## src/rtl/covox_pkg.sv

```systemverilog
`default_nettype none
// +-----------------------------------------------------------------------+
// | Package : covox_pkg                                                   |
// | Shared defaults and helpers for the covox sigma-delta DAC:            |
// |   BEEP_LEVEL_DEF  - mix contribution of a high beeper level           |
// |   TAPE_LEVEL_DEF  - mix contribution of a high tape-out level         |
// |   SYNC_STAGES_DEF - flop depth of each input synchronizer (2..3)      |
// |   MIX_W           - width of the unsaturated mix sum                  |
// |   sat_mix()       - clamp a MIX_W-bit sum to one byte                 |
// | Revision: 1.0 - initial release                                       |
// +-----------------------------------------------------------------------+
package covox_pkg;

  localparam logic [7:0] BEEP_LEVEL_DEF  = 8'd64;
  localparam logic [7:0] TAPE_LEVEL_DEF  = 8'd16;
  localparam int         SYNC_STAGES_DEF = 2;
  localparam int         MIX_W           = 10;

  // Any bit set above bit 7 means the sum exceeded 255.
  function automatic logic [7:0] sat_mix(input logic [MIX_W-1:0] sum);
    return (|sum[MIX_W-1:8]) ? 8'hFF : sum[7:0];
  endfunction

endpackage : covox_pkg
`default_nettype wire

```

## src/rtl/covox_sd_dac_sd_mod1.sv

```systemverilog
`default_nettype none
// +-----------------------------------------------------------------------+
// | Module : sd_mod1                                                      |
// | First-order sigma-delta modulator. The 8-bit accumulator wraps freely;|
// | the carry out of each addition is the output bit, so over 256 cycles  |
// | of constant input M the output is high exactly M times.               |
// | Ports:                                                                |
// |   cpu_clock  in   clock, rising edge                                  |
// |   reset      in   asynchronous, active-low                            |
// |   mix_q      in   8-bit level to modulate                             |
// |   dac_out    out  registered carry bitstream                          |
// | Revision: 1.0 - initial release                                       |
// +-----------------------------------------------------------------------+
module sd_mod1 (
  input  logic       cpu_clock,
  input  logic       reset,
  input  logic [7:0] mix_q,
  output logic       dac_out
);

  logic [7:0] acc;
  logic [8:0] acc_sum;

  always_comb begin
    acc_sum = {1'b0, acc} + {1'b0, mix_q};
  end

  // The accumulator is never cleared or saturated in operation: its
  // wrap-around is what produces the carry pattern.
  always_ff @(posedge cpu_clock or negedge reset) begin
    if (!reset) begin
      acc     <= 8'h00;
      dac_out <= 1'b0;
    end else begin
      acc     <= acc_sum[7:0];
      dac_out <= acc_sum[8];
    end
  end

endmodule : sd_mod1
`default_nettype wire

```

## src/rtl/covox_sd_dac.sv

```systemverilog
`default_nettype none
// +-----------------------------------------------------------------------+
// | Module : covox_sd_dac                                                 |
// | Covox-style 8-bit DAC for a Z80 system. Port writes are captured on   |
// | the synchronized rising edge of the covox select, mixed with beeper   |
// | and tape-out levels, saturated, registered and fed to a first-order   |
// | sigma-delta modulator.                                                |
// | Ports:                                                                |
// |   cpu_clock  in   sole clock, rising edge                             |
// |   reset      in   asynchronous, active-low                            |
// |   covox      in   port-write select (asynchronous to cpu_clock)       |
// |   d          in   data bus, stable while covox is high                |
// |   beeper     in   beeper level                                        |
// |   tapeout    in   tape-out level                                      |
// |   dac_out    out  sigma-delta bitstream for an external RC filter     |
// |   sample     out  currently latched covox byte                        |
// | Revision: 1.0 - initial release                                       |
// +-----------------------------------------------------------------------+
module covox_sd_dac
  import covox_pkg::*;
#(
  parameter logic [7:0] BEEP_LEVEL  = BEEP_LEVEL_DEF,
  parameter logic [7:0] TAPE_LEVEL  = TAPE_LEVEL_DEF,
  parameter int         SYNC_STAGES = SYNC_STAGES_DEF   // legal 2..3
) (
  input  logic       cpu_clock,
  input  logic       reset,
  input  logic       covox,
  input  logic [7:0] d,
  input  logic       beeper,
  input  logic       tapeout,
  output logic       dac_out,
  output logic [7:0] sample
);

  localparam int PAD_W = MIX_W - 8;

  // Synchronizer chains; bit 0 is the first stage, bit SYNC_STAGES-1 the last.
  logic [SYNC_STAGES-1:0] covox_sync;
  logic [SYNC_STAGES-1:0] beep_sync;
  logic [SYNC_STAGES-1:0] tape_sync;

  logic             covox_s;
  logic             covox_prev;
  logic             beep_s;
  logic             tape_s;
  logic             capture;
  logic [MIX_W-1:0] mix_sum;
  logic [7:0]       mix_q;

  always_ff @(posedge cpu_clock or negedge reset) begin
    if (!reset) begin
      covox_sync <= '0;
      beep_sync  <= '0;
      tape_sync  <= '0;
    end else begin
      covox_sync <= {covox_sync[SYNC_STAGES-2:0], covox};
      beep_sync  <= {beep_sync[SYNC_STAGES-2:0], beeper};
      tape_sync  <= {tape_sync[SYNC_STAGES-2:0], tapeout};
    end
  end

  assign covox_s = covox_sync[SYNC_STAGES-1];
  assign beep_s  = beep_sync[SYNC_STAGES-1];
  assign tape_s  = tape_sync[SYNC_STAGES-1];

  // Edge detect: a held-high select captures once. Since the chains reset
  // to 0, a select already high at reset release also shows as an edge.
  // d is not synchronized: it is stable for the whole time covox is high,
  // which covers the capture edge.
  assign capture = covox_s & ~covox_prev;

  always_ff @(posedge cpu_clock or negedge reset) begin
    if (!reset) begin
      covox_prev <= 1'b0;
      sample     <= 8'h00;
    end else begin
      covox_prev <= covox_s;
      if (capture) begin
        sample <= d;
      end
    end
  end

  // Mix from the registered sample and the synchronized levels. A capture
  // and a level change on the same edge both land in the next mix_q.
  always_comb begin
    mix_sum = {{PAD_W{1'b0}}, sample};
    if (beep_s) begin
      mix_sum = mix_sum + {{PAD_W{1'b0}}, BEEP_LEVEL};
    end
    if (tape_s) begin
      mix_sum = mix_sum + {{PAD_W{1'b0}}, TAPE_LEVEL};
    end
  end

  always_ff @(posedge cpu_clock or negedge reset) begin
    if (!reset) begin
      mix_q <= 8'h00;
    end else begin
      mix_q <= sat_mix(mix_sum);
    end
  end

  sd_mod1 u_mod (
    .cpu_clock (cpu_clock),
    .reset     (reset),
    .mix_q     (mix_q),
    .dac_out   (dac_out)
  );

endmodule : covox_sd_dac
`default_nettype wire
```

## config.mk

```make
export PLATFORM = sky130hd
export DESIGN_NAME = covox_sd_dac
export DESIGN_NICKNAME = d
export VERILOG_FILES = /design/src/rtl/covox_pkg.sv /design/src/rtl/covox_sd_dac_sd_mod1.sv /design/src/rtl/covox_sd_dac.sv
export SDC_FILE = /design/constraint.sdc
export NUM_CORES = 1
export LEC_CHECK = 0
export ABC_AREA = 0
export CORE_MARGIN = 5
export CORE_UTILIZATION = 32
export CTS_CLUSTER_DIAMETER = 200
export DETAILED_ROUTE_END_ITERATION = 8
export GPL_ROUTABILITY_DRIVEN = 0
export REMOVE_ABC_BUFFERS = 1
export SETUP_SLACK_MARGIN = 0.2
export SLEW_MARGIN = 30
export SYNTH_ARGS = -nofsm -noshare
export SYNTH_HDL_FRONTEND = slang
export SYNTH_SLANG_ARGS = --single-unit
```

## constraint.sdc

```tcl
create_clock -name cpu_clock -period 3.4 [get_ports cpu_clock]
set_input_delay 0.68 -clock cpu_clock [delete_from_list [all_inputs] [get_ports cpu_clock]]
set_output_delay 0.68 -clock cpu_clock [all_outputs]
set_load 0.03 [all_outputs]
```

Word level (Yosys, flattened, before mapping) --
Cells that the tools add are included.
Word-level totals: memory bits (writable) 0, bits in latches 0, word-level logic and storage cells 17, input bits 13, register bits after elaboration 32, memories kept 0, memory bits (read-only) 0, output and inout port bits 9
Operators by class: divide/modulo/power cells 0, shifts and indexed selects 0, $lt $le $gt $ge 0, eq/ne operators 0, bitwise gates (word level) 2, add/subtract/negate cells 3, $mul 0, muxes and demuxes 3, reduce and logical (&&, ||, !) cells 1
Operators with widths (count):
- 10-bit two-way mux | 2
- 10-bit by 5-bit adder with 10-bit output (second input constant) | 1
- 8-bit by 7-bit adder with 9-bit output (second input constant) | 1
- 8-bit by 8-bit adder with 9-bit output | 1
- 8-bit two-way mux | 1
- 2-bit OR reduction | 1
- 1-bit AND | 1
- 1-bit inverter | 1

Logic depth before layout (Yosys ltp) --
Gate-level depths: netlist (run 1).
depth after elaboration 6, mapped depth 6, depth with buffers taken out 6

Hierarchy --
Synthesis (run 1) repeated with hierarchy kept, for this count alone.
Second synthesis, totals: cell total of the unflattened synthesis 113, area, all modules 1470.2 µm²
By module, submodules not included:
- covox_sd_dac | sequential area each 575.6 µm², area an instance 920.9 µm², cells an instance 62, times used 1
- sd_mod1 | sequential area each 225.2 µm², area an instance 549.3 µm², cells an instance 51, times used 1

Worst setup path before layout (run 1) --
OpenSTA, ideal clock, no wires.
path type reg2reg, start point register mix_q[0], end point register u_mod.dac_out, data arrival time 1.685 ns, buffers on the path 0, setup slack 1.585 ns, library setup time 0.129 ns, period minus slack after synthesis 1.815 ns, stages on the path, launching flop included 7, required time 3.271 ns, cell sequence dfrtp_1 > ha_1 > fa_1 > a21o_1 > a21oi_2 > o21ai_1 > o41a_1
Between the ends: word-level cells in the longest chain between the ends 1
Ends and longest elaborated chain:
- from (decl) | line covox_sd_dac.sv:49 | logic [7:0] mix_q;
- from (signal assigned) | line covox_sd_dac.sv:101 | mix_q <= sat_mix(mix_sum);
- 8-bit by 8-bit adder with 9-bit output | line covox_sd_dac_sd_mod1.sv:25 | acc_sum = {1'b0, acc} + {1'b0, mix_q};
- net u_mod.acc_sum[8] | line covox_sd_dac_sd_mod1.sv:22 | logic [8:0] acc_sum;
- to (signal assigned) | line covox_sd_dac_sd_mod1.sv:36 | dac_out <= acc_sum[8];
- to (decl) | line covox_sd_dac_sd_mod1.sv:18 | output logic dac_out
The timed path passes the listed nets, and every way through them passes these cells. A chain may end at the register's enable or synchronous reset.

Worst setup path after layout (run 1) --
start point register sample[6], end point output sample[6]
RTL lines:
- from (decl) | line covox_sd_dac.sv:33 | output logic [7:0] sample
- from (signal assigned) | line covox_sd_dac.sv:76 | sample <= 8'h00;
- from (signal assigned) | line covox_sd_dac.sv:80 | sample <= d;
No word-level cell between the ends.

==> results of run 1 <==
==> where the power goes <==
part	internal (mW)	leakage, nW	total, mW	switching [mW]
Combinational	0.275	0.344	0.565	0.291
Sequential	0.484	0.371	0.536	0.0521
Clock	0.217	0.0541	0.356	0.140
Total	0.975	0.769	1.46	0.482
==> cells by family (layout without fill, tap and decap cells) <==
logic type      after synthesis  count (layout)
compound gates               17              17
xor+xnor                      8               8
fa+ha+maj                    11              11
buf+inv                       5              32
flops                        32              32
mux                          10              10
simple gates                 29              29
==> worst reg2reg max path, cell delays in order, from the launching register on <==
cell	delay, ns
dfrtp_1	0.37
ha_1	0.22
fa_1	0.40
a21o_1	0.20
a21oi_2	0.18
o21ai_1	0.09
o41a_1	0.31
==> layer usage <==
| layer | share of wire, % | routed length [um] |
|---|---|---|
| met1 | 45 | 1070 |
| met2 | 49 | 1170 |
| met3 | 5.2 | 125 |
| met4 | 1.0 | 25 |
| met5 | 0 | 0 |
==> cell type report <==
class / count / area [um2]
well taps: 52 / 65.1
inverters: 2 / 7.51
fillers: 407 / 2540
clock inverters: 3 / 42.5
repair buffers: 22 / 218
flip-flops and latches: 32 / 801
multi-input cells: 75 / 614
clock buffers: 5 / 68.8
==> sequential cells by signal, indices dropped and copies added (netlist names) <==
| signal | cells |
|---|---|
| u_mod.dac_out | 1 |
| beep_sync | 2 |
| sample | 8 |
| u_mod.acc | 8 |
| covox_sync | 2 |
| covox_prev | 1 |
| tape_sync | 2 |
| mix_q | 8 |
==> cells in the final DEF, fill, tap and decap left out, types with 2 or more instances in the layout <==
master and count:
dfrtp_1 32, clkdlybuf4s50_1 21, ha_1 10, mux2_2 8
nand2_1 6, nor2_1 5, xnor2_1 5, clkbuf_8 5
nand2b_1 4, nor3_1 3, xor2_1 3, a21o_1 2
a21oi_1 2, nand3_1 2, o211ai_1 2, inv_1 2
nand3b_1 2, nor2b_1 2, nand4_1 2, mux2i_1 2
a31oi_1 2
==> worst max path at each step <==
stage	startpoint	endpoint	slack, ns	cells past startpoint
5_1_grt	sample[6]$_DFFE_PN0P_	sample[6]	1.14	1
3_3_place_gp	sample[6]$_DFFE_PN0P_	sample[6]	1.53	1
4_1_cts	sample[6]$_DFFE_PN0P_	sample[6]	1.19	1
2_1_floorplan	mix_q[0]$_DFF_PN0_	u_mod.dac_out$_DFF_PN0_	1.59	6
6_report	sample[6]$_DFFE_PN0P_	sample[6]	1.21	1
3_5_place_dp	sample[6]$_DFFE_PN0P_	sample[6]	1.50	1
==> through the flow <==
step | instances | power [mW] | hold WS, ns
2_1_floorplan | 109 | 0.967 | 0.331
3_3_place_gp | 183 | 1.09 | 0.332
3_5_place_dp | 183 | 1.12 | 0.335
4_1_cts | 191 | 1.48 | 0.350
5_1_grt | 191 | 1.57 | 0.359
6_report | 191 | 1.46 | 0.349
==> Yosys cell counts <==
cell	number	area (um2)
o41a_1	1	11.3
or3_1	1	6.26
nand3b_1	2	15.0
mux2i_1	2	20.0
a21oi_1	2	10.0
nand3_1	2	10.0
o41ai_1	1	8.76
nand2_1	6	22.5
and3_4	1	11.3
nand4_1	2	12.5
fa_1	1	20.0
and2_1	1	6.26
nor2b_1	2	12.5
o22ai_1	1	6.26
inv_1	2	7.51
a21oi_2	1	8.76
o211ai_1	2	15.0
xnor2_1	5	43.8
a211oi_2	1	12.5
xor2_1	3	26.3
mux2_2	8	90.1
o22ai_2	1	12.5
buf_2	2	10.0
buf_6	1	11.3
a31oi_1	2	12.5
nor2_1	5	18.8
o21ai_1	1	5.00
o21bai_1	1	7.51
a221oi_1	1	8.76
nor3_1	3	15.0
a21o_1	2	15.0
nand2b_1	4	25.0
dfrtp_1	32	801
ha_1	10	125
==> results.toml, run 1 <==
[die]
die_x_um = 77.2
boundaryPins = 22
rows = 24
core-area_um2 = 4350
initial_core_util_pct = 33.2
die-area_um2 = 5960
fp.dieH_um = 77.2

[grt]
use_met1_pct = 10.5
first_global_vias = 940
use_met2_pct = 13.7
grt_usage_pct = 8.92
grt_util_met3_pct = 4.10
grt_pass1_wl_mm = 4.24
grt_start_max_net_pins = 33
antenna_found_initial = 0
grt_overflow = 0
top_usage_layer = "met2"

[layout]
syn2layout_area_growth_pct = 25.8
utilization_pct = 41.7
drive_gt1_share_pct = 15.1
finalNetCount = 162
antennaDiodeCount = 0
stdcell_area_um2 = 1820

[synthesis]
synthSimpleGateAreaFrac_pct = 10.7
synth-seq-cells = 32
syn-mean-instance-area_um2 = 12.9
synth_compound_area_share_pct = 9.27
synth-xor-area-share_pct = 4.85
netlist_area_um2 = 1440
seq_area_frac_synth_pct = 55.5
synth_cell_types = 34
ys_warn_count = 0
synth.area.mux_share_pct = 7.63
synth_top_family_by_area = "simple AND/OR/NAND/NOR gates"
synth_cells = 112
synth_fa_ha_area_share_pct = 10.1

[sta]
worst_slack_ns = 1.21
rsz0062_at_grt = "no"
setup_tns_ns = 0
tightest_slew_ns = 0.723
fin_skew_ns = 0.00416
max_freq_mhz = 456
final-hold-violation-count = 0
setup_viol = 0
min_period_ns = 2.19
slew_headroom_pct = 51.7
drv_slew = 0
min_period_over_period_pct = 64.5

[pwr]
leakagePower_nw = 0.769
power.density_nw_per_um2 = 802
peakVddDrop_uv = 289

[clock_network]
cts_inserted_buffers = 5
postCtsHoldBufs = 0
cts.htree.levels = 2
clock_path_buffers = 2
cts_tree = "yes"
cts_setup_buffers = 0
clock_latency_ns = 0.28
clock-sinks = 32
cts.repair.resized = 0
root_buffer = "clkbuf_8"
clk_pin_slew_ns = 0.07

[placed_design]
place_worst_setup_slack_ns = 1.50
port_buffers = 21
place_area_um2 = 1710
hpwl_mm = 1.81

[route]
wl_per_cell_um = 12.5
first_pass_iters = 4
postRouteAntennaNets = 0
drt-initial-drc-count = 30
drc = 0
vias = 901
finalWirelength_mm = 2.39
vias_per_cell = 4.72

[critical_path]
r2r_slack_ns = 1.51
required_ns = 2.72
path_delay_family = "buffers and inverters"
r2r_cells = 6
regToRegEndpoint = "u_mod.dac_out$_DFF_PN0_"
cp_slowest_stage_delay_ns = 0.73
crit_chain = "clkdlybuf4s50_1"
crit_fanout = 9
arrival_ns = 1.51
critPathLaunchType = "flop"
worst-setup-path-type = "flop to primary output"
cp-end-kind = "primary output"
r2r-start = "mix_q[0]$_DFF_PN0_"
slowest_stage = "clkdlybuf4s50_1"
critPathBufInv = 1

[min_path]
hold_depth = 0
hp-class = "flop to flop"
min_from = "covox_sync[0]$_DFF_PN0_"
holdPathEnd = "covox_sync[1]$_DFF_PN0_"

[run_status]
status = "finished clean"

[flow_run]
max_cap_viol_count = 0
Note: power is estimated with default switching activity, not from simulation.
==> inputs of run 2 (changes only) <==
clock period = 2 ns   (was 3.4 ns; I/O delays follow)
==> run 2 against run 1 <==
  * Sequential share of layout area shrank 0.74 points
  * Sequential power grew 72%
  * Register-to-register slack lost 1.2 ns
  * Clock skew is essentially flat
  * Via count grew 2.6%
  * Die area is the same
  * Routed wire length grew 1.7%
  * Global-route usage grew 0.12 points
  * Count of clock-buffer cells in the layout grew 2
  * First-iteration DRC count shrank 10%
==> results.toml, run 2 (same netlist as run 1, synthesis figures left out) <==
[grt]
first_global_vias = 987
grt_overflow = 0
antenna_found_initial = 0
grt_pass1_wl_mm = 4.26
grt_usage_pct = 9.04
grt_start_max_net_pins = 33

[min_path]
holdPathEnd = "beep_sync[1]$_DFF_PN0_"
hp-class = "flop to flop"
hold_depth = 0
min_from = "beep_sync[0]$_DFF_PN0_"

[layout]
drive_gt1_share_pct = 19.6
instances_no_fill = 195
finalNetCount = 167
final_common_cell = "dfrtp_1"
layout_common_cells = "dfrtp_1 (31), clkdlybuf4s50_1 (17), ha_1 (9)"
antennaDiodeCount = 0
syn2layout_area_growth_pct = 28.2
largest_registers = "mix_q (8), sample (8), u_mod.acc (8)"

[run_status]
status = "finished clean"

[die]
die_x_um = 77.2
core-area_um2 = 4350
rows = 24
die-area_um2 = 5960
initial_core_util_pct = 33.2
boundaryPins = 22
fp.dieH_um = 77.2

[route]
first_pass_iters = 4
wl_per_cell_um = 12.5
postRouteAntennaNets = 0
vias = 924
vias_per_cell = 4.74
drc = 0
finalWirelength_mm = 2.43
drt-initial-drc-count = 27

[critical_path]
critPathLaunchType = "flop"
cp_slowest_stage_delay_ns = 0.68
regToRegEndpoint = "u_mod.dac_out$_DFF_PN0_"
worstSetupStartpoint = "sample[2]$_DFFE_PN0P_"
critPathBufInv = 1
r2r_slack_ns = 0.27
required_ns = 1.60
crit_fanout = 3
slowest_stage = "clkdlybuf4s50_1"
path_delay_family = "buffers and inverters"
r2r-start = "mix_q[0]$_DFF_PN0_"
worst-setup-path-type = "flop to primary output"
crit_chain = "clkdlybuf4s50_1"
worst-path-stages = 1
cp-end-kind = "primary output"
r2r_cells = 6
arrival_ns = 1.33

[sta]
fin_skew_ns = 0.00460
rsz0062_at_grt = "yes"
slew_headroom_pct = 72.8
drv_slew = 0
max_freq_mhz = 577
min_period_ns = 1.73
final-hold-violation-count = 0
min_period_over_period_pct = 86.6
tightest_slew_ns = 0.407
setup_viol = 0
setup_tns_ns = 0

[placed_design]
hpwl_mm = 1.74
post-place-cells = 184
port_buffers = 21

[pwr]
seqPwrFrac_pct = 37.3
swShare_pct = 33.1
power.density_nw_per_um2 = 1340
p_switching_mw = 0.818
clkPwrFrac_pct = 21.3
p_int_mw = 1.65
combPwrFrac_pct = 41.4
peakVddDrop_uv = 486
leakagePower_nw = 0.794

[clock_network]
cts_tree = "yes"
clk_pin_slew_ns = 0.06
postCtsHoldBufs = 0
clock_path_buffers = 2
clock-sinks = 32
cts_inserted_buffers = 5
cts.htree.levels = 2
root_buffer = "clkbuf_8"
clock_latency_ns = 0.28

[flow_run]
max_cap_viol_count = 0
==> run 2: changes by cell type in the layout (fill, tap and decap cells not counted), sizes merged <==
cell,change
bufinv,-1
clkbuf,+2
clkinvlp,-1
dlygate4sd2,+4
buf,+5
clkdlybuf4s50,-4
clkinv,-1
==> run 2: routing by layer <==
| metal | share of wire (%) | GRT usage, % |
|---|---|---|
| met3 | 5.7 | 4.92 |
| met5 | 0 | 0 |
| met2 | 49 | 15.2 |
| met1 | 44 | 9.36 |
| met4 | 1.7 | 3.61 |
==> run 2: layout make-up <==
| class | count | area [um2] |
|---|---|---|
| Fill cell | 391 | 2500 |
| Sequential cell | 32 | 802 |
| Multi-Input combinational cell | 75 | 629 |
| Timing Repair Buffer | 27 | 250 |
| Clock buffer | 7 | 96.3 |
| Tap cell | 52 | 65.1 |
| Inverter | 2 | 7.51 |
==> run 2: how the worst max path moves through the flow <==
stage                                          to  slack (ns)
after floorplan           u_mod.dac_out$_DFF_PN0_        0.19
after CTS                 u_mod.dac_out$_DFF_PN0_        0.21
after global routing      u_mod.dac_out$_DFF_PN0_        0.18
after global placement    u_mod.dac_out$_DFF_PN0_        0.13
after detailed placement  u_mod.dac_out$_DFF_PN0_        0.08
final                                   sample[2]        0.27
==> run 2: what timing repair did <==
action / 4_1_cts / 5_1_grt
gates resized for setup: 6 / 2
gates cloned: 0 / 0
setup buffers: 3 / 1
endpoints found under the hold margin: 0 / 0
setup endpoints to repair: 6 / 3
pin swaps: 2 / 6
==> run 2: power by group through the flow <==
stage | Sequential [mW] | Combinational (mW) | Clock, mW
after floorplan | 0.971 | 0.673 | 0
after global placement | 0.923 | 0.936 | 0
after detailed placement | 0.928 | 0.966 | 0
after CTS | 0.917 | 1.03 | 0.554
after global routing | 0.946 | 1.16 | 0.574
final | 0.923 | 1.02 | 0.526
==> run 2: metrics by stage <==
step                      cell area (um2)  setup slack [ns]  hold WS, ns  total power [mW]  utilization (%)
after floorplan                      1420             0.185        0.104              1.64                -
after global placement               1710             0.125        0.332              1.86             39.3
after CTS                            1830             0.213        0.351              2.50             42.1
after detailed placement             1710            0.0786        0.336              1.89             39.3
after global routing                 1850             0.183        0.353              2.68             42.5
final                                1850             0.268        0.347              2.47             42.5
==> RTL edit, RTL diff (config.mk and constraints of run 2) <==
Change the package constant `MIX_W` from 10 to 14.
--- a/src/rtl/covox_pkg.sv
+++ b/src/rtl/covox_pkg.sv
@@ -14,7 +14,7 @@
   localparam logic [7:0] BEEP_LEVEL_DEF  = 8'd64;
   localparam logic [7:0] TAPE_LEVEL_DEF  = 8'd16;
   localparam int         SYNC_STAGES_DEF = 2;
-  localparam int         MIX_W           = 10;
+  localparam int         MIX_W           = 14;
 
   // Any bit set above bit 7 means the sum exceeded 255.
   function automatic logic [7:0] sat_mix(input logic [MIX_W-1:0] sum);
Check against the original RTL: equivalent (Yosys induction, for registers that start in step).
==> RTL edit against run 2 <==
Area after synthesis grew 4.8%. Power down 2.1%. Wire length increased by 7.1%. Setup slack improved by 0.0052 ns. Via count rose by 3.1%. Final cell count is 7.2% higher. Clock power down 6.7%. Sequential cell count unchanged. Final area grew 2.5%. Largest power group unchanged. Highest routed layer is now met3.
==> RTL edit: results (changes against run 2) <==
| Metric | Value |
|---|---|
| Status | `finished clean` |
| Vias in the first global route | `1,072 (+8.6%)` |
| Leak | `0.000839 µW (+5.7%)` |
| Top post-synthesis cells by count | `dfrtp_1 (32), ha_1 (10), mux2_2 (8), nand2_1 (8), inv_1 (7)` |
| R2r endpoint | `u_mod.dac_out$_DFF_PN0_` |
| Worst Min Path Start | `beep_sync[0]$_DFF_PN0_` |
| TritonCTS buffer count | `5 (unchanged)` |
| Half-perimeter wire length after detailed placement | `2000 µm (+15%)` |
| Internal reg-to-reg setup slack | `0.31 ns (+0.04 ns)` |
| Post-route ant nets | `0 (unchanged)` |
| Top post-synthesis cells by area | `dfrtp_1 (53%), ha_1 (8.3%), mux2_2 (6.0%)` |
| Final hold slack | `0.348 ns (+0.00156 ns)` |
| Worst skew pair latency | `roughly 0.27 ns` |
| Post-Place Setup Slack | `0.258 ns (+0.179 ns)` |
| Warnings, synthesis | `0 (unchanged)` |
| Tot GR Track Use | `0.0945 (+0.00410)` |
| Clock H-tree levels | `2 (unchanged)` |
| GRT met3 Usage | `0.0385 (-0.0106)` |
| Layout cells sized above 1 | `0.194 (-0.00226)` |
| GR Layer Usage met1 | `0.115 (+0.0214)` |
| Register area share after synthesis | `0.529 (-0.0252)` |
| Slowest CP cell | `clkdlybuf4s50_1` |
| DR iter-0 viols | `32 (+19%)` |
| Vias per inst | `4.56 (-3.8%)` |
| Final Non-Filler Cells | `209 (+7.2%)` |
| Routed length on met3 | `144 µm (+3.6%)` |
| Wl on met1 | `1220 µm (+15%)` |
| Post-synth ARST share | `1.00 (unchanged)` |
| R2r startpoint | `mix_q[0]$_DFF_PN0_` |
| Netlist cell types | `37 (+8.8%)` |
| Skew final | `0.00454 ns (-0.0000524 ns)` |
| CP Max Fanout | `3 (unchanged)` |
| Post-CTS setup buffers | `0 (-3)` |
| Largest regs | `mix_q x8, sample x8, u_mod.acc x8` |
| DP Cell Count | `201 (+9.2%)` |
| Dpl cell area | `0.00180 mm² (+5.2%)` |
| Top Layer Used | `met3` |
| Net count reported at finish | `178 (+6.6%)` |
| Drt total wl | `2600 µm (+7.1%)` |
| Worst r2r path cells | `7 (+1)` |
| GR Util met2 | `0.155 (+0.00383)` |
| Hold Path End | `beep_sync[1]$_DFF_PN0_` |
| Metal2 WL | `1240 µm (+4.5%)` |
| Worst-Margin Slew | `0.400 ns (-0.00702 ns)` |
| Cells after Synth | `125 (+12%)` |
| First-pass GRT wire length | `4700 µm (+10%)` |
| Worst ir drop on vdd | `0.603 mV (+24%)` |
| CP delay by family, top | `buffers and inverters` |
==> RTL edit: logic make-up (layout without fill, tap and decap cells) <==
| logic type | Yosys count | in the layout | share of synthesized area |
|---|---|---|---|
| multiplexers | 11 | 11 | 0.0794 |
| AND/OR/NAND/NOR | 35 | 35 | 0.133 |
| adder cells (fa/ha/maj) | 11 | 11 | 0.0959 |
| buffers and inverters | 10 | 40 | 0.0298 |
| flip-flops | 32 | 32 | 0.529 |
| AO/OA/AOI/OAI | 19 | 19 | 0.0869 |
| XOR/XNOR | 7 | 7 | 0.0455 |
==> RTL edit: worst max path at each step <==
stage	from	slack, ns	to	cells after the start
after floorplan	sample[6]$_DFFE_PN0P_	0.21	mix_q[0]$_DFF_PN0_	5
after global placement	mix_q[0]$_DFF_PN0_	0.29	u_mod.acc[6]$_DFF_PN0_	7
after detailed placement	mix_q[0]$_DFF_PN0_	0.26	u_mod.acc[6]$_DFF_PN0_	7
after CTS	mix_q[0]$_DFF_PN0_	0.25	u_mod.dac_out$_DFF_PN0_	7
after global routing	mix_q[0]$_DFF_PN0_	0.18	u_mod.dac_out$_DFF_PN0_	7
final	sample[0]$_DFFE_PN0P_	0.27	sample[0]	1
==> RTL edit: report_power, final <==
group          leakage (µW)  total (µW)  internal [µW]  switching (µW)
Clock             0.0000510         491            274             217
Sequential         0.000371         898            821            77.2
Combinational      0.000418        1030            488             543
Total              0.000839        2420           1580             837
==> RTL edit: layout make-up <==
type	count	area, µm²
clock inverter	2	10.0
timing repair buffer	25	238
tap	54	67.6
inverter	7	26.3
sequential	32	801
multi-input combinational	83	672
clock buffer	6	82.6
fill	463	2760
==> RTL edit: repair_timing <==
| item | in CTS | in global routing |
|---|---|---|
| pin swaps | 0 | 2 |
| setup endpoints to repair | 4 | 5 |
| resized for setup | 4 | 4 |
